## config.mk

```make
export PLATFORM = sky130hd
export DESIGN_NAME = irq_dma_guard
export DESIGN_NICKNAME = d
export VERILOG_FILES = /design/src/rtl/irq_dma_guard_pkg.sv /design/src/rtl/irq_dma_guard_region_cmp.sv /design/src/rtl/irq_dma_guard.sv
export SDC_FILE = /design/constraint.sdc
export NUM_CORES = 1
export LEC_CHECK = 0
export CORE_MARGIN = 1
export CORE_UTILIZATION = 40
export CTS_BUF_LIST = sky130_fd_sc_hd__clkbuf_8
export DETAILED_ROUTE_END_ITERATION = 12
export DONT_BUFFER_PORTS = 1
export MAX_ROUTING_LAYER = met4
export PLACE_DENSITY = 0.59
export SYNTH_ARGS = -nofsm -noshare
export SYNTH_HDL_FRONTEND = slang
export SYNTH_SLANG_ARGS = --single-unit
export TNS_END_PERCENT = 100
```

## constraint.sdc

```tcl
create_clock -name clk -period 2.1 [get_ports clk]
set_input_delay 0.315 -clock clk [delete_from_list [all_inputs] [get_ports clk]]
set_output_delay 0.315 -clock clk [all_outputs]
set_load 0.01 [all_outputs]
```

## src/rtl/irq_dma_guard_pkg.sv

```systemverilog
// ---------------------------------------------------------------------------
// irq_dma_guard_pkg
//   Shared definitions for the multi-region IRQ/DMA guard.
//   - guard_state_e : FSM state encoding, visible on state_o
//   - irq_cause_idx : bit position of the IRQ-violation cause for a region
//   - dma_cause_idx : bit position of the DMA-violation cause for a region
// ---------------------------------------------------------------------------
package irq_dma_guard_pkg;

  // KILL counts down the minimum hold, WAIT parks until the handler fetch,
  // RUN is normal operation with the MCU out of reset.
  typedef enum logic [1:0] {
    KILL = 2'b00,
    WAIT = 2'b01,
    RUN  = 2'b10
  } guard_state_e;

  // The low half of viol_cause holds IRQ causes, the upper half DMA causes.
  function automatic int irq_cause_idx(input int region);
    return region;
  endfunction

  function automatic int dma_cause_idx(input int nreg, input int region);
    return nreg + region;
  endfunction

endpackage

```

## src/rtl/irq_dma_guard_region_cmp.sv

```systemverilog
// ---------------------------------------------------------------------------
// guard_region_cmp
//   Purely combinational inclusive range check: hit = BASE <= addr <= LAST
//   (unsigned).
//   Ports:
//     addr  in   AW   address or PC to test
//     hit   out  1    address lies inside [BASE, LAST]
// ---------------------------------------------------------------------------
module guard_region_cmp #(
  parameter int            AW   = 16,
  parameter logic [AW-1:0] BASE = '0,
  parameter logic [AW-1:0] LAST = '1
) (
  input  logic [AW-1:0] addr,
  output logic          hit
);

  assign hit = (addr >= BASE) && (addr <= LAST);

endmodule

```

## src/rtl/irq_dma_guard.sv

```systemverilog
// ---------------------------------------------------------------------------
// irq_dma_guard
//   Watches the CPU PC, the IRQ line and the DMA bus against NREG protected
//   regions. An illegal IRQ or DMA access asserts a registered reset to the
//   MCU, held for at least RST_HOLD cycles and released only once the CPU
//   fetches from RESET_HANDLER. Sticky per-region causes and a saturating
//   violation count are kept for attestation firmware.
//   Ports:
//     clk         in   1        system clock
//     reset       in   1        asynchronous, active-high
//     pc          in   AW       current CPU program counter
//     dma_addr    in   AW       DMA address
//     dma_en      in   1        DMA access valid this cycle
//     irq         in   1        CPU is taking an interrupt this cycle
//     cause_clr   in   1        clears viol_cause (honoured in RUN only)
//     kill_rst    out  1        reset request to the MCU
//     viol_cause  out  2*NREG   sticky causes: [i] IRQ, [NREG+i] DMA
//     viol_count  out  CW       saturating count of violation events
//     state_o     out  2        current FSM state
// ---------------------------------------------------------------------------
module irq_dma_guard
  import irq_dma_guard_pkg::*;
#(
  parameter int                 AW            = 16,
  parameter int                 NREG          = 2,
  parameter logic [NREG*AW-1:0] REG_BASE      = {16'hA000, 16'hE000},
  parameter logic [NREG*AW-1:0] REG_LAST      = {16'hA7FE, 16'hEFFE},
  parameter logic [NREG-1:0]    IRQ_ALLOW     = 2'b00,
  parameter logic [NREG-1:0]    DMA_GUARD     = 2'b11,
  parameter logic [AW-1:0]      RESET_HANDLER = 16'h0000,
  parameter int                 RST_HOLD      = 4,
  parameter int                 CW            = 8
) (
  input  logic              clk,
  input  logic              reset,
  input  logic [AW-1:0]     pc,
  input  logic [AW-1:0]     dma_addr,
  input  logic              dma_en,
  input  logic              irq,
  input  logic              cause_clr,
  output logic              kill_rst,
  output logic [2*NREG-1:0] viol_cause,
  output logic [CW-1:0]     viol_count,
  output logic [1:0]        state_o
);

  localparam int               HOLD_W      = (RST_HOLD > 1) ? $clog2(RST_HOLD) : 1;
  localparam logic [HOLD_W-1:0] HOLD_RELOAD = HOLD_W'(RST_HOLD - 1);
  localparam logic [CW-1:0]     COUNT_MAX   = '1;

  logic [NREG-1:0]   pc_hit;
  logic [NREG-1:0]   dma_hit;
  logic [NREG-1:0]   irq_v;
  logic [NREG-1:0]   dma_v;
  logic [2*NREG-1:0] cause_set;
  logic              viol;

  guard_state_e      state, state_next;
  logic [HOLD_W-1:0] hold_cnt, hold_next;
  logic              kill_rst_next;
  logic [2*NREG-1:0] cause_next;
  logic [CW-1:0]     count_next;

  // One PC comparator and one DMA comparator per region. Regions are checked
  // independently, so overlapping regions can flag together.
  for (genvar i = 0; i < NREG; i++) begin : g_region
    guard_region_cmp #(
      .AW   (AW),
      .BASE (REG_BASE[i*AW +: AW]),
      .LAST (REG_LAST[i*AW +: AW])
    ) u_pc_cmp (
      .addr (pc),
      .hit  (pc_hit[i])
    );

    guard_region_cmp #(
      .AW   (AW),
      .BASE (REG_BASE[i*AW +: AW]),
      .LAST (REG_LAST[i*AW +: AW])
    ) u_dma_cmp (
      .addr (dma_addr),
      .hit  (dma_hit[i])
    );

    assign irq_v[i] = irq && pc_hit[i] && !IRQ_ALLOW[i];
    assign dma_v[i] = dma_en && dma_hit[i] && DMA_GUARD[i];
    assign cause_set[irq_cause_idx(i)]       = irq_v[i];
    assign cause_set[dma_cause_idx(NREG, i)] = dma_v[i];
  end

  assign viol = |cause_set;

  // Next-state logic. A violation in any state restarts the full hold, so the
  // reset is always held at least RST_HOLD cycles after the last violation.
  // A handler fetch only counts in WAIT; during KILL it is ignored. The
  // unused encoding falls back to KILL so a corrupted state fails safe.
  always_comb begin
    state_next = state;
    hold_next  = hold_cnt;
    case (state)
      KILL: begin
        if (viol) begin
          hold_next = HOLD_RELOAD;
        end else if (hold_cnt == '0) begin
          state_next = WAIT;
        end else begin
          hold_next = hold_cnt - 1'b1;
        end
      end
      WAIT: begin
        if (viol) begin
          state_next = KILL;
          hold_next  = HOLD_RELOAD;
        end else if (pc == RESET_HANDLER) begin
          state_next = RUN;
        end
      end
      RUN: begin
        if (viol) begin
          state_next = KILL;
          hold_next  = HOLD_RELOAD;
        end
      end
      default: begin
        state_next = KILL;
        hold_next  = HOLD_RELOAD;
      end
    endcase
  end

  // Reset request, cause and count updates. Newly set cause bits win over a
  // simultaneous clear, and only violations seen in RUN are counted so one
  // attack is one event even if it repeats while the MCU is held in reset.
  always_comb begin
    kill_rst_next = (state_next != RUN);
    cause_next    = ((cause_clr && (state == RUN)) ? '0 : viol_cause) | cause_set;
    count_next    = viol_count;
    if ((state == RUN) && viol && (viol_count != COUNT_MAX)) begin
      count_next = viol_count + CW'(1);
    end
  end

  // All state is registered; reset puts the MCU straight back into reset
  // with a fresh hold and cleared attestation records.
  always_ff @(posedge clk or posedge reset) begin
    if (reset) begin
      state      <= KILL;
      hold_cnt   <= HOLD_RELOAD;
      kill_rst   <= 1'b1;
      viol_cause <= '0;
      viol_count <= '0;
    end else begin
      state      <= state_next;
      hold_cnt   <= hold_next;
      kill_rst   <= kill_rst_next;
      viol_cause <= cause_next;
      viol_count <= count_next;
    end
  end

  assign state_o = state;

endmodule

```

Yosys cells after proc, flatten, opt, wreduce, memory -nomap -nowiden. Index checks and enable logic that the tools add are counted.

$add $sub $neg: 2. Bitwise logic cells: 1. Shift-type cells: 0. Magnitude comparators: 8. Equal/unequal tests: 6. Multiplexer cells: 11. $mul: 0. Reduce and logical (&&, ||, !) cells: 17. Divide/modulo/power cells: 0.

Operators with widths (number): $ge A16 B16 Y1 const B (4); $le A16 B16 Y1 const B (4); $logic_not A16 Y1 (1); $mux W2 (8); $logic_and A1 B1 Y1 (11); $add A8 B1 Y8 const B (1); $ne A8 B8 Y1 const B (1); $pmux W2 S3 (1); $logic_not A2 Y1 (2); $mux W4 (1); $or A4 B4 Y4 (1); $pmux W2 S2 (1); $reduce_or A4 Y1 (1); $ne A3 B3 Y1 const B (1); $eq A2 B1 Y1 const B (1); $eq A2 B2 Y1 const B (1); $ne A2 B1 Y1 const B (1); $ne A2 B2 Y1 const B (1); $reduce_and A2 Y1 (1); $reduce_or A2 Y1 (1); $sub A2 B1 Y2 const B (1).

Bits in registers: 17. Output and inout port bits: 15. RAM bits: 0. ROM bits: 0. Bits in latches: 0. Memories kept: 0. Word-level logic and storage cells: 50. Input bits: 37.

Depth between registers and ports, before layout.
Depth after elaboration: 7. Depth in mapped cells: 7. Gate-level depth less buffers: 7.

Hierarchy. From an unflattened synthesis, not the netlist that was laid out.

Cells, all modules: 108. Area total of the unflattened synthesis: 1111.1 sq um.

By module, submodules not included: irq_dma_guard (area each 965.9 sq um, instances 1, cells an instance 84); guard_region_cmp (area each 36.3 sq um, instances 4, cells an instance 6).

Least setup slack after synthesis. OpenSTA, ideal clock, no wires.

Path type: register -> register. Start: register viol_count[2]. End: register viol_count[1]. Path slack: 485 ps. Path buffers: 0. Period minus slack after synthesis: 1615 ps. Data arrival time: 1490 ps. Stages on the path, launching flop included: 6. Path through: dfrtp_1 and3_1 and3_1 a31oi_4 o21ai_1 mux2_2.

Cells in the longest elaborated chain, start to end: 2.

RTL lines: start: declaration (line irq_dma_guard.sv:43) `output logic [CW-1:0] viol_count,`; start signal: assignment (line irq_dma_guard.sv:157) `viol_count <= count_next;`; $ne A8 B8 Y1 (line irq_dma_guard.sv:138) `if ((state == RUN) && viol && (viol_count != COUNT_MAX)) begin`; $logic_and A1 B1 Y1 (line irq_dma_guard.sv:138).

No other way between the ends. A chain may end at the register's enable or synchronous reset.

Worst setup path after layout. Ends and elaborated chain as after synthesis.

==> summary.txt <==
clk sink count = 17
Psw = 0.2593 mW
Pint = 0.5939 mW
Synth Instances = 113
Layout area overhead = 6.953%
Worst path most repeated cell = and3_1
Pre-Repair DR Iteration Count = 4
number of synthesized flops with an enable pin = 0
post-synthesis register bit count = 17
Syn Nets = 156
largest net degree at the start of global routing = 18
CP max stage cell = dfrtp_1
Worst Path Max Fanout = 7
Register Area = 429.2 um2
Synth Area in XOR/XNOR = 5.678%
Ant. Diodes = 0
Crit Path Category = reg2reg
initial antenna violation count = 0
Buffers & Inverters on Critical Path = 0
DRC violations left = 0
mapped cell area = 0.001080 mm2
number of setup buffers added after CTS = 0
Horiz. Die Dim = 53.96 um
wire per inst = 15.28 um
nets = 160
# rows = 18
Synth Area in Adders = 6.952%
Yosys top cell area share = 32.44%
period utilisation layout = 84.88%
I/O Buffers = 0
vias per cell = 6.082
Synth Area in Simple Gates = 20.39%
Cell Chain, Critical Path = and3_1, and3_1, a31oi_4, o21ai_1, mux2_2
largest incremental delay on the critical path = 0.45 ns
critical path data required time = 2.24 ns
Final Hold Fails = 0
layout cells sized above 1 = 9.483%
I/O pin count = 52
Sequential Power Share = 49.8%
Initial Util = 42.81%
via count = 888
Final Instance Count excl. Fillers = 146
mux share of post-synthesis cell area = 1.043%
deepest clock path buffer count = 2
min Tclk post-route = 1.782 ns
Num CTS Buffers = 3
clock root cell = clkbuf_8
RSZ-0062 raised after global routing = no
post-CTS sizing = 0
Filler cells = 263
vias in the first global route = 824
Startpoint Class = flip-flop
post-synth top area cell = dfrtp_1
Avg Synthesized Cell Area = 9.556 um2
HP Class = in2async
H-tree depth = 1
Crit path arrival time = 1.92 ns
Power Density = 738.8 mW/mm2
Slew Viols, Final = 0
Die Y = 53.96 um
# setup viols final = 0
Leakage = 0.4994 nW
DR iter-0 viols = 15
clk_lat worst skew = 0.25 ns
Slew @ Worst Pin = 0.6556 ns
Clk network pwr share = 27.8%
cell count after placement = 142
compound-cell area share of the yosys netlist = 20.51%
Global Route Usage Sum = 16.50%
Setup crit end kind = flip-flop
most frequent cells in the layout = nand2_1 (14), dfrtp_1 (14), inv_1 (12)
Synth Flop Type = dfrtp_1
Post-synth ARST share = 100.0%
CTS clk-pin slew, worst paths = 0.07 ns
Max-Slew Margin vs Limit = 56.03%
DIE AREA = 0.002911 mm2
Final Routed Wirelength = 2231 um
antenna viol nets, final = 0
GR Overflow Total = 0
Total Power = 0.8532 mW
Hold Buf Count CTS = 0
synth warn = 0
gpl congestion = 0.7767
post-synth cell types = 35
Worst Skew = 0.004188 ns
Switching Share = 30.39%
maxcap violations = 0
crit-path leading delay family = simple AND/OR/NAND/NOR gates
global-route wire length before repair = 3312 um
sequential area share after synthesis = 39.75%
TNS Setup = 0 ns
Max Clk Rate = 561.0 MHz
TritonCTS clock tree = built
combinational family with the most area after synthesis = compound AO/OA/AOI/OAI gates
VDD IR max = 470.3 uV
dpl hpwl = 1824 um
Comb pwr share = 22.4%
status = finished, final reports clean
core area = 0.002522 mm2
multi-input logic area = 589.3 um2
Area contributors post-synth = dfrtp_1 (32%), dfstp_2 (7.3%), ha_1 (7.0%)
-- synthesized netlist by cell type (2+ instances only) --
| master | number |
|---|---|
| a41oi_1 | 2 |
| xnor2_1 | 7 |
| o21ai_0 | 4 |
| inv_1 | 12 |
| nand4_1 | 3 |
| ha_1 | 6 |
| nand2_1 | 14 |
| nor4_1 | 4 |
| o211ai_1 | 4 |
| nor3_1 | 3 |
| dfstp_2 | 3 |
| dfrtp_1 | 14 |
| nand3_1 | 2 |
| nor2_1 | 2 |
| a21oi_1 | 3 |
| and4_1 | 2 |
| a211o_1 | 2 |
| nor3b_1 | 2 |
| o2111ai_1 | 4 |
| and3_1 | 5 |
-- logic make-up after synthesis --
group | count (synthesis)
simple gates | 41
compound gates | 27
flops | 17
buf+inv | 14
xor+xnor | 7
fa+ha+maj | 6
mux | 1
-- per-stage QoR --
| step | area, um2 | worst slack, ns | hold WS [ns] | utilization [%] |
|---|---|---|---|---|
| after floorplan | 1080 | 0.4852 | 0.2389 | - |
| after global placement | 1109 | 0.3600 | 0.3312 | 43.95 |
| after detailed placement | 1109 | 0.3288 | 0.3314 | 43.95 |
| after CTS | 1155 | 0.3365 | 0.05648 | 45.78 |
| after global routing | 1155 | 0.2510 | 0.09689 | 45.78 |
| final | 1155 | 0.3176 | 0.03062 | 45.78 |
-- power by group through the flow --
stage	logic, mW	registers (mW)	clock network (mW)
after floorplan	0.161	0.424	0
after global placement	0.188	0.431	0
after detailed placement	0.195	0.432	0
after CTS	0.197	0.427	0.244
after global routing	0.237	0.433	0.255
final	0.191	0.425	0.237
-- sequential cells by signal, summed over array words and instances, names as in the netlist --
| register | cells |
|---|---|
| viol_cause | 4 |
| state_o | 2 |
| kill_rst | 1 |
| viol_count | 8 |
| hold_cnt | 2 |
-- worst reg2reg max path, cell delays in order, from the launching register on --
cell     delay, ns
dfrtp_1       0.45
and3_1        0.24
and3_1        0.22
a31oi_4       0.27
o21ai_1       0.17
mux2_2        0.31
-- path summary, 6_finish.rpt --
check | cells past startpoint | to | slack, ns | start
worst max register to register | 5 | viol_count[1]$_DFFE_PP0P_ | 0.32 | viol_count[2]$_DFFE_PP0P_
max in group asynchronous | 1 | viol_count[4]$_DFFE_PP0P_ | 1.66 | reset
min in group clk | 1 | viol_cause[3]$_DFF_PP0_ | 0.16 | dma_addr[14]
worst min register to register | 2 | viol_cause[2]$_DFF_PP0_ | 0.55 | viol_cause[2]$_DFF_PP0_
worst max-delay path | 5 | viol_count[1]$_DFFE_PP0P_ | 0.32 | viol_count[2]$_DFFE_PP0P_
worst min-delay path | 1 | viol_cause[3]$_DFF_PP0_ | 0.03 | reset
-- area by class of cell --
type,count,share of cell area [%]
clock buffers,3,3.575
multi-input cells,82,51.03
clock inverters,1,0.4334
repair buffers,1,0.6501
inverters,12,3.900
well taps,30,3.250
flip-flops and latches,17,37.16
-- per-layer routing --
metal	vias to the layer above	global-route usage, %	wire, um	part of all wire, %
met1	419	19.37	927	42
met2	35	26.54	1096	49
li1	432	-	-	-
met3	2	4.520	196	8.8
met4	0	6.579	10	0.45
met5	-	-	0	0
Power figures use the tool's default switching activity.
